### config.mk
export PLATFORM = sky130hd
export DESIGN_NAME = char_select_menu
export DESIGN_NICKNAME = d
export VERILOG_FILES = /design/src/rtl/divekick_pkg.sv /design/src/rtl/key_edge_detect.sv /design/src/rtl/char_select_menu.sv
export SDC_FILE = /design/constraint.sdc
export NUM_CORES = 1
export LEC_CHECK = 0
export CORE_UTILIZATION = 52
export DETAILED_ROUTE_END_ITERATION = 12
export GPL_ROUTABILITY_DRIVEN = 0
export PLACE_DENSITY = 0.8
export SLEW_MARGIN = 5
export SYNTH_ARGS = -nofsm -noshare
export SYNTH_HDL_FRONTEND = slang
export SYNTH_HIERARCHICAL = 1
export SYNTH_SLANG_ARGS = --single-unit
export TNS_END_PERCENT = 10
### constraint.sdc
create_clock -name Clk -period 2.2 [get_ports Clk]
set_clock_uncertainty 0.1 [all_clocks]
set_input_delay 0.22 -clock Clk [delete_from_list [all_inputs] [get_ports Clk]]
set_output_delay 0.22 -clock Clk [all_outputs]
set_load 0.005 [all_outputs]
### src/rtl/divekick_pkg.sv
// Shared types and constants for the character-select menu.
// Key indices are offsets within each player's four-key group.
package divekick_pkg;

  typedef enum logic [1:0] {
    ST_SELECT    = 2'd0,
    ST_COUNTDOWN = 2'd1,
    ST_FIGHT     = 2'd2
  } menu_state_e;

  localparam int NUM_CHARS_DEFAULT = 4;
  localparam int CHAR_NUM_W        = 4;

  localparam int KEYS_PER_PLAYER = 4;
  localparam int KEY_LEFT        = 0;
  localparam int KEY_RIGHT       = 1;
  localparam int KEY_CONFIRM     = 2;
  localparam int KEY_CANCEL      = 3;

endpackage

### src/rtl/key_edge_detect.sv
// Rising-edge detector for one key level: press is high for the single
// cycle in which the key is first seen high.
module key_edge_detect (
  input  logic Clk,
  input  logic Reset,
  input  logic key_i,
  output logic press_o
);

  logic prev_q;

  always_ff @(posedge Clk or posedge Reset) begin
    if (Reset) begin
      prev_q <= 1'b0;
    end else begin
      prev_q <= key_i;
    end
  end

  assign press_o = key_i & ~prev_q;

endmodule

### src/rtl/char_select_menu.sv
// Two-player character-select menu: cursor/lock per player, then a
// frame-counted countdown that launches the fight.
module char_select_menu
  import divekick_pkg::*;
#(
  parameter int NUM_CHARS        = NUM_CHARS_DEFAULT,
  parameter int COUNTDOWN_FRAMES = 60
) (
  input  logic                  Clk,
  input  logic                  Reset,
  input  logic                  Frame_Tick,
  input  logic                  P1_Left,
  input  logic                  P1_Right,
  input  logic                  P1_Confirm,
  input  logic                  P1_Cancel,
  input  logic                  P2_Left,
  input  logic                  P2_Right,
  input  logic                  P2_Confirm,
  input  logic                  P2_Cancel,
  input  logic                  Fight_Over,
  output logic [CHAR_NUM_W-1:0] Player_One_Char_Num,
  output logic [CHAR_NUM_W-1:0] Player_Two_Char_Num,
  output logic                  P1_Locked,
  output logic                  P2_Locked,
  output logic [1:0]            Menu_State,
  output logic [7:0]            Countdown_Value,
  output logic                  Start_Fight
);

  logic [2*KEYS_PER_PLAYER-1:0] key_lvl;
  logic [2*KEYS_PER_PLAYER-1:0] key_press;
  logic [1:0]                   cancel_press;

  menu_state_e state_q, state_d;
  logic [7:0]  cnt_q, cnt_d;
  logic        start_q, start_d;

  assign key_lvl = {P2_Cancel, P2_Confirm, P2_Right, P2_Left,
                    P1_Cancel, P1_Confirm, P1_Right, P1_Left};

  genvar gi;
  generate
    for (gi = 0; gi < 2*KEYS_PER_PLAYER; gi++) begin : g_edge
      key_edge_detect u_edge (
        .Clk     (Clk),
        .Reset   (Reset),
        .key_i   (key_lvl[gi]),
        .press_o (key_press[gi])
      );
    end
  endgenerate

  assign cancel_press = {key_press[KEYS_PER_PLAYER + KEY_CANCEL], key_press[KEY_CANCEL]};

  // Simultaneous left and right cancel out; both directions wrap.
  function automatic logic [CHAR_NUM_W-1:0] step_char(input logic [CHAR_NUM_W-1:0] cur,
                                                      input logic dec, input logic inc);
    logic [CHAR_NUM_W-1:0] last;
    last      = CHAR_NUM_W'(NUM_CHARS - 1);
    step_char = cur;
    if (inc && !dec) begin
      step_char = (cur == last) ? '0 : cur + 1'b1;
    end else if (dec && !inc) begin
      step_char = (cur == '0) ? last : cur - 1'b1;
    end
  endfunction

  generate
    for (gi = 0; gi < 2; gi++) begin : g_player
      logic [CHAR_NUM_W-1:0] char_q, char_d;
      logic                  lock_q, lock_d;
      logic                  left, right, confirm, cancel;

      assign left    = key_press[gi*KEYS_PER_PLAYER + KEY_LEFT];
      assign right   = key_press[gi*KEYS_PER_PLAYER + KEY_RIGHT];
      assign confirm = key_press[gi*KEYS_PER_PLAYER + KEY_CONFIRM];
      assign cancel  = key_press[gi*KEYS_PER_PLAYER + KEY_CANCEL];

      always_comb begin
        char_d = char_q;
        lock_d = lock_q;
        case (state_q)
          ST_SELECT: begin
            if (!lock_q) begin
              char_d = step_char(char_q, left, right);
            end
            if (confirm && !cancel) begin
              lock_d = 1'b1;
            end else if (cancel && !confirm) begin
              lock_d = 1'b0;
            end
          end
          ST_COUNTDOWN: begin
            if (cancel) begin
              lock_d = 1'b0;
            end
          end
          ST_FIGHT: begin
            if (Fight_Over) begin
              lock_d = 1'b0;
            end
          end
          default: ;
        endcase
      end

      always_ff @(posedge Clk or posedge Reset) begin
        if (Reset) begin
          char_q <= '0;
          lock_q <= 1'b0;
        end else begin
          char_q <= char_d;
          lock_q <= lock_d;
        end
      end
    end
  endgenerate

  // Cancel outranks a final frame tick arriving in the same cycle.
  always_comb begin
    state_d = state_q;
    cnt_d   = cnt_q;
    start_d = 1'b0;
    case (state_q)
      ST_SELECT: begin
        if (g_player[0].lock_d && g_player[1].lock_d) begin
          state_d = ST_COUNTDOWN;
          cnt_d   = 8'(COUNTDOWN_FRAMES);
        end
      end
      ST_COUNTDOWN: begin
        if (|cancel_press) begin
          state_d = ST_SELECT;
          cnt_d   = '0;
        end else if (Frame_Tick) begin
          if (cnt_q <= 8'd1) begin
            state_d = ST_FIGHT;
            cnt_d   = '0;
            start_d = 1'b1;
          end else begin
            cnt_d = cnt_q - 8'd1;
          end
        end
      end
      ST_FIGHT: begin
        if (Fight_Over) begin
          state_d = ST_SELECT;
        end
      end
      default: begin
        state_d = ST_SELECT;
        cnt_d   = '0;
      end
    endcase
  end

  always_ff @(posedge Clk or posedge Reset) begin
    if (Reset) begin
      state_q <= ST_SELECT;
      cnt_q   <= '0;
      start_q <= 1'b0;
    end else begin
      state_q <= state_d;
      cnt_q   <= cnt_d;
      start_q <= start_d;
    end
  end

  assign Player_One_Char_Num = g_player[0].char_q;
  assign Player_Two_Char_Num = g_player[1].char_q;
  assign P1_Locked           = g_player[0].lock_q;
  assign P2_Locked           = g_player[1].lock_q;
  assign Menu_State          = state_q;
  assign Countdown_Value     = cnt_q;
  assign Start_Fight         = start_q;

endmodule

## Word-level counts from Yosys, hierarchy flattened

Index checks and enable logic that the tools add are counted.

- Add/sub/neg operators: 5
- Muxes and demuxes: 33
- Bitwise operators: 19
- Reductions and logical operators: 27
- Order comparisons: 1
- Equality and inequality tests: 8

Operators by type and width:

| operator | number |
|---|---|
| 4-bit 2-to-1 mux | 8 |
| 8-bit 2-to-1 mux | 4 |
| 8-bit one-hot mux with 3 select lines | 1 |
| 1-bit 2-to-1 mux | 12 |
| 1-bit NOT | 11 |
| 2-bit 2-to-1 mux | 5 |
| 1-bit logical AND | 9 |
| 3-bit AND reduction | 3 |
| 4-bit by 1-bit adder with 4-bit output (second input constant) | 2 |
| 1-bit AND | 8 |
| 4-bit by 2-bit equality test with 1-bit output (second input constant) | 2 |
| 8-bit by 1-bit <= comparator with 1-bit output (second input constant) | 1 |
| 1-bit logical NOT | 8 |
| 4-bit logical NOT | 2 |
| 4-bit by 1-bit subtractor with 4-bit output (second input constant) | 2 |
| 8-bit by 1-bit subtractor with 8-bit output (second input constant) | 1 |
| 3-bit inequality test (second input constant) | 2 |
| 1-bit one-hot mux with 3 select lines | 2 |
| 2-bit one-hot mux with 3 select lines | 1 |
| 2-bit inequality test (second input constant) | 2 |
| 4-bit AND reduction | 1 |
| 2-bit nonzero test | 2 |
| 2-bit by 1-bit equality test with 1-bit output (second input constant) | 1 |
| 2-bit equality test (second input constant) | 1 |
| other kinds (2) | 2 |

- Logic and storage cells: 108
- Input port bits: 12
- Bits in registers: 29
- Output and inout port bits: 21

## Longest topological paths before layout

- Depth after elaboration: 10
- Mapped depth: 8
- Mapped depth without buffers: 7

## Modules after synthesis

The synthesis kept the hierarchy.

By module, submodules not included:

| module | area an instance (um^2) | seq. area each (um^2) | instances | cells each |
|---|---|---|---|---|
| char_select_menu | 1402.6 | 525.5 | 1 | 159 |
| key_edge_detect | 42.5 | 25.0 | 8 | 3 |

## Worst setup path after synthesis

Ideal clock, no wire load.

- Path kind: register -> register
- Start: reg g_edge[4].u_edge.prev_q
- End: reg g_player[1].char_q[0] (netlist: Player_Two_Char_Num[0])
- Library setup time: 0.076 ns
- Data required time: 2.024 ns
- Cell stages (with the launch flop): 8
- Path slack: 0.343 ns
- Period minus slack after synthesis: 1.857 ns
- Path buffers: 1
- Data arrival time: 1.681 ns
- Path through: dfrtp_1 nor2b_4 inv_1 ha_1 or4_4 buf_6 a311o_1 o21ai_1

- Word-level cells in the longest chain between the ends: 6
- Elaborated cells between the ends (all ways): 8
- Those cells by class: mux (1); bitwise (2); reduce/logical (5)

RTL lines:

| what | RTL line | text |
|---|---|---|
| from (decl) | key_edge_detect.sv:10 | `logic prev_q;` |
| from (signal assigned) | key_edge_detect.sv:16 | `prev_q <= key_i;` |
| 1-bit NOT * | key_edge_detect.sv:20 | `assign press_o = key_i & ~prev_q;` |
| 1-bit AND * | key_edge_detect.sv:20 |  |
| net g_player[1].left | char_select_menu.sv:72 | `logic left, right, confirm, cancel;` |
| 1-bit logical NOT | char_select_menu.sv:61 | `if (inc && !dec) begin` |
| 1-bit logical AND | char_select_menu.sv:61 |  |
| 2-bit nonzero test (no source line) | n/a |  |
| 3-bit AND reduction (no source line) | n/a |  |
| to (signal assigned) | char_select_menu.sv:112 | `char_q <= char_d;` |
| to (decl) | char_select_menu.sv:70 | `logic [CHAR_NUM_W-1:0] char_q, char_d;` |

The timed path passes the listed nets; every way through them passes the cells marked *.
A chain may end at the register's enable or synchronous reset.

## Final worst setup path

Same ends and word-level chain as after synthesis.

==> key figures <==
Status
  – Status: complete, no violations

Drt
  – TritonRoute pass-1 iters: 4
  – Highest metal used: met4
  – Wire length on met3: 220 um
  – Via count: 1,465
  – Antenna Nets Post-Route: 0
  – WL final: 3830 um
  – Vias per cell: 5.51
  – Detailed Route Iter0 Violations: 123
  – Met2 Wirelength: 1870 um
  – Drt drc: 0
  – DRT met1 WL: 1670 um
  – Routed wire per std cell: 14.4 um

Yosys
  – Mapped cell area: 0.00174 mm2
  – Largest family of logic cells by synthesized area: simple AND/OR/NAND/NOR gates
  – Post-synthesis compound-gate area fraction: 17.7%
  – Area leader, netlist: dfrtp_1
  – Netlist cell types: 44
  – Synth Area in Simple Gates: 24.0%
  – Post-synthesis adder-cell area fraction: 6.89%
  – Yosys top cell area share: 41.6%
  – Async set-reset flop share out of synthesis: 100%
  – Xor and xnor area share after synthesis: 1.01%
  – Seq/Total Area, Yosys: 41.6%
  – Top FF cell, synth: dfrtp_1
  – Area contributors post-synth: dfrtp_1, nor2b_4, ha_1
  – Post-synth EDFFs: 0
  – Mapped Cells: 183
  – Mapped Avg Cell Area: 9.52 um2
  – Post-synthesis mux area share: 1.79%
  – Yosys warning count: 6
  – Syn Nets: 203
  – #FFs+latches synth: 29

STA
  – Fmax: 527 MHz
  – Tmin final: 1900 ps
  – Final setup vio count: 0
  – Slew @ Worst Pin: 424 ps
  – Tcrit/Tclk final: 86.3%
  – Slew Limit Fails: 0
  – Fin Hold WS: 165 ps
  – Final worst-path setup slack: 302 ps
  – Hold Violations, Final: 0
  – RSZ-0062 raised after global routing: false
  – Total negative setup slack: 0 ps
  – Normalized max-slew margin: 71.7%

Placed design
  – Post-Place Cells: 258
  – # port buffers: 32
  – Placed cell area: 0.00211 mm2
  – Post-DP HPWL: 2810 um
  – Pre-CTS worst setup slack: -41.2 ps

GRT
  – Global route total overflow: 0
  – Global Route Usage Sum: 24.8%
  – Vias in the first global route: 1,408
  – First-pass GRT wire length: 6380 um
  – Initial antenna violation count: 0
  – Largest net degree at the start of global routing: 11

Worst setup path
  – CP required: 2360 ps
  – Crit-path cells: nor2b_4 > inv_1 > ha_1 > or4_4 > a311o_1 > o21ai_1
  – Buf/Inv on CP: 1
  – CP arrival: 2060 ps
  – CP Launch Type: register
  – Crit Path Category: reg -> reg
  – CP max stage delay: 480 ps
  – Crit-path leading delay family: simple AND/OR/NAND/NOR gates
  – Critical path's slowest cell: or4_4
  – Worst setup EP type: register
  – Peak fanout along the critical path: 8

Cells and area
  – Layout cells sized above 1: 10.8%
  – Design Area, Final: 0.00220 mm2
  – Post-route insts no fill: 266
  – Final core utilization: 70.2%
  – Final net count: 241
  – ANT cells: 0
  – Area Growth Syn to Fin: 26.0%

Floorplanning
  – I/O pin cnt: 33
  – FP Rows: 20
  – Vert. Die Dim: 59.9 um
  – Die width: 59.9 um
  – Die area: 0.00359 mm2
  – Starting density of the core: 55.7%
  – CORE AREA: 0.00313 mm2

Clocking
  – Clock transition at the registers of the reported paths: 90 ps
  – Clk buf depth: 2
  – H-tree depth: 2
  – Clk root buf: clkbuf_4
  – Clock latency on the worst-skew pair: 330 ps
  – Post-CTS setup buffers: 0
  – Post_cts resized: 0
  – CTS tree: done
  – Cts bufs inserted: 5
  – Num Clock Sinks: 29
  – Hold buffers post-CTS: 0

Pwr
  – Power density over the cells: 1270 mW/mm2
  – Power Total: 2.79 mW
  – Leakage: 0.989 nW
  – Max VDD drop: 0.798 mV

Min path
  – Hold Crit Class: in -> async

Flow run
  – Number of max-cap violations: 0
==> cells by family (layout without fill, tap and decap cells) <==
logic type                 count (synthesis)  after routing
xor gates and xnor gates                   2              2
DFF                                       29             29
and+or+nand+nor                           65             65
buffers and inverters                     28             67
adders and majority gates                 10             10
muxes                                      3              3
AOI/OAI and AO/OA                         46             46
==> synthesized netlist by cell type, types with 2 or more instances <==
cell,instances
nand3_1,4
o21ai_0,10
xor2_1,2
buf_6,2
and3_1,3
a22o_1,2
a31o_1,2
nor2b_1,2
nor2b_4,8
a21oi_1,10
inv_1,24
maj3_1,2
a31oi_1,2
o31ai_1,2
or4_4,2
nor2_1,15
nand2_1,13
o21ai_1,6
a311o_1,2
dfrtp_1,29
clkbuf_1,2
mux2i_1,2
a2bb2oi_1,3
nor3_1,7
ha_1,8
==> cell usage in the layout (no fill, tap or decap), types with 3 or more instances in the layout <==
master,synthesis,final
a21oi_1,10,10
a2bb2oi_1,3,3
and3_1,3,3
buf_4,0,3
clkbuf_4,0,5
clkdlybuf4s50_1,0,32
dfrtp_1,29,29
ha_1,8,8
inv_1,24,24
nand2_1,13,13
nand3_1,4,4
nor2_1,15,15
nor2b_4,8,8
nor3_1,7,7
o21ai_0,10,10
o21ai_1,6,6
==> state kept, by name, summed over array words and instances, names as in the netlist <==
signal,cells
P1_Locked,1
Player_Two_Char_Num,4
Player_One_Char_Num,4
P2_Locked,1
Start_Fight,1
g_edge.u_edge/prev_q,8
Menu_State,2
Countdown_Value,8
==> final timing paths <==
check	end	slack, ps	startpoint	cells past startpoint
max	Player_Two_Char_Num[0]	300	g_edge[4].u_edge/prev_q	6
min reg2reg	Player_Two_Char_Num[2]	450	Player_Two_Char_Num[2]	1
min	g_edge[5].u_edge/prev_q	160	Reset	2
max reg2reg	Player_Two_Char_Num[0]	300	g_edge[4].u_edge/prev_q	6
min in group Clk	g_edge[4].u_edge/prev_q	250	P2_Left	1
max in group asynchronous	P1_Locked	1230	Reset	3
==> where the power goes <==
part	switching, mW	leakage (nW)	internal (mW)	total [mW]
Sequential	0.282	0.358	0.706	0.988
Combinational	0.618	0.585	0.721	1.34
Clock	0.189	0.0455	0.271	0.460
Total	1.09	0.989	1.70	2.79
==> area by class of cell <==
cell class	count	area, um2
Fill cell	245	932
Multi-Input combinational cell	126	897
Sequential cell	29	726
Timing Repair Buffer	35	343
Inverter	24	90.1
Clock buffer	7	55.1
Tap cell	44	55.1
Clock inverter	1	30.0
==> worst register-to-register path, stage by stage (launching register included) <==
cell and delay (ps):
dfrtp_1 410, nor2b_4 100, inv_1 40, ha_1 290
or4_4 480, a311o_1 350, o21ai_1 70
==> routing by layer <==
layer / global-route usage [%] / up-vias
met5: 0 / -
met4: 13.0 / 0
met3: 6.71 / 9
met2: 40.5 / 48
met1: 29.9 / 692
li1: - / 716
Power figures use the tool's default switching activity.
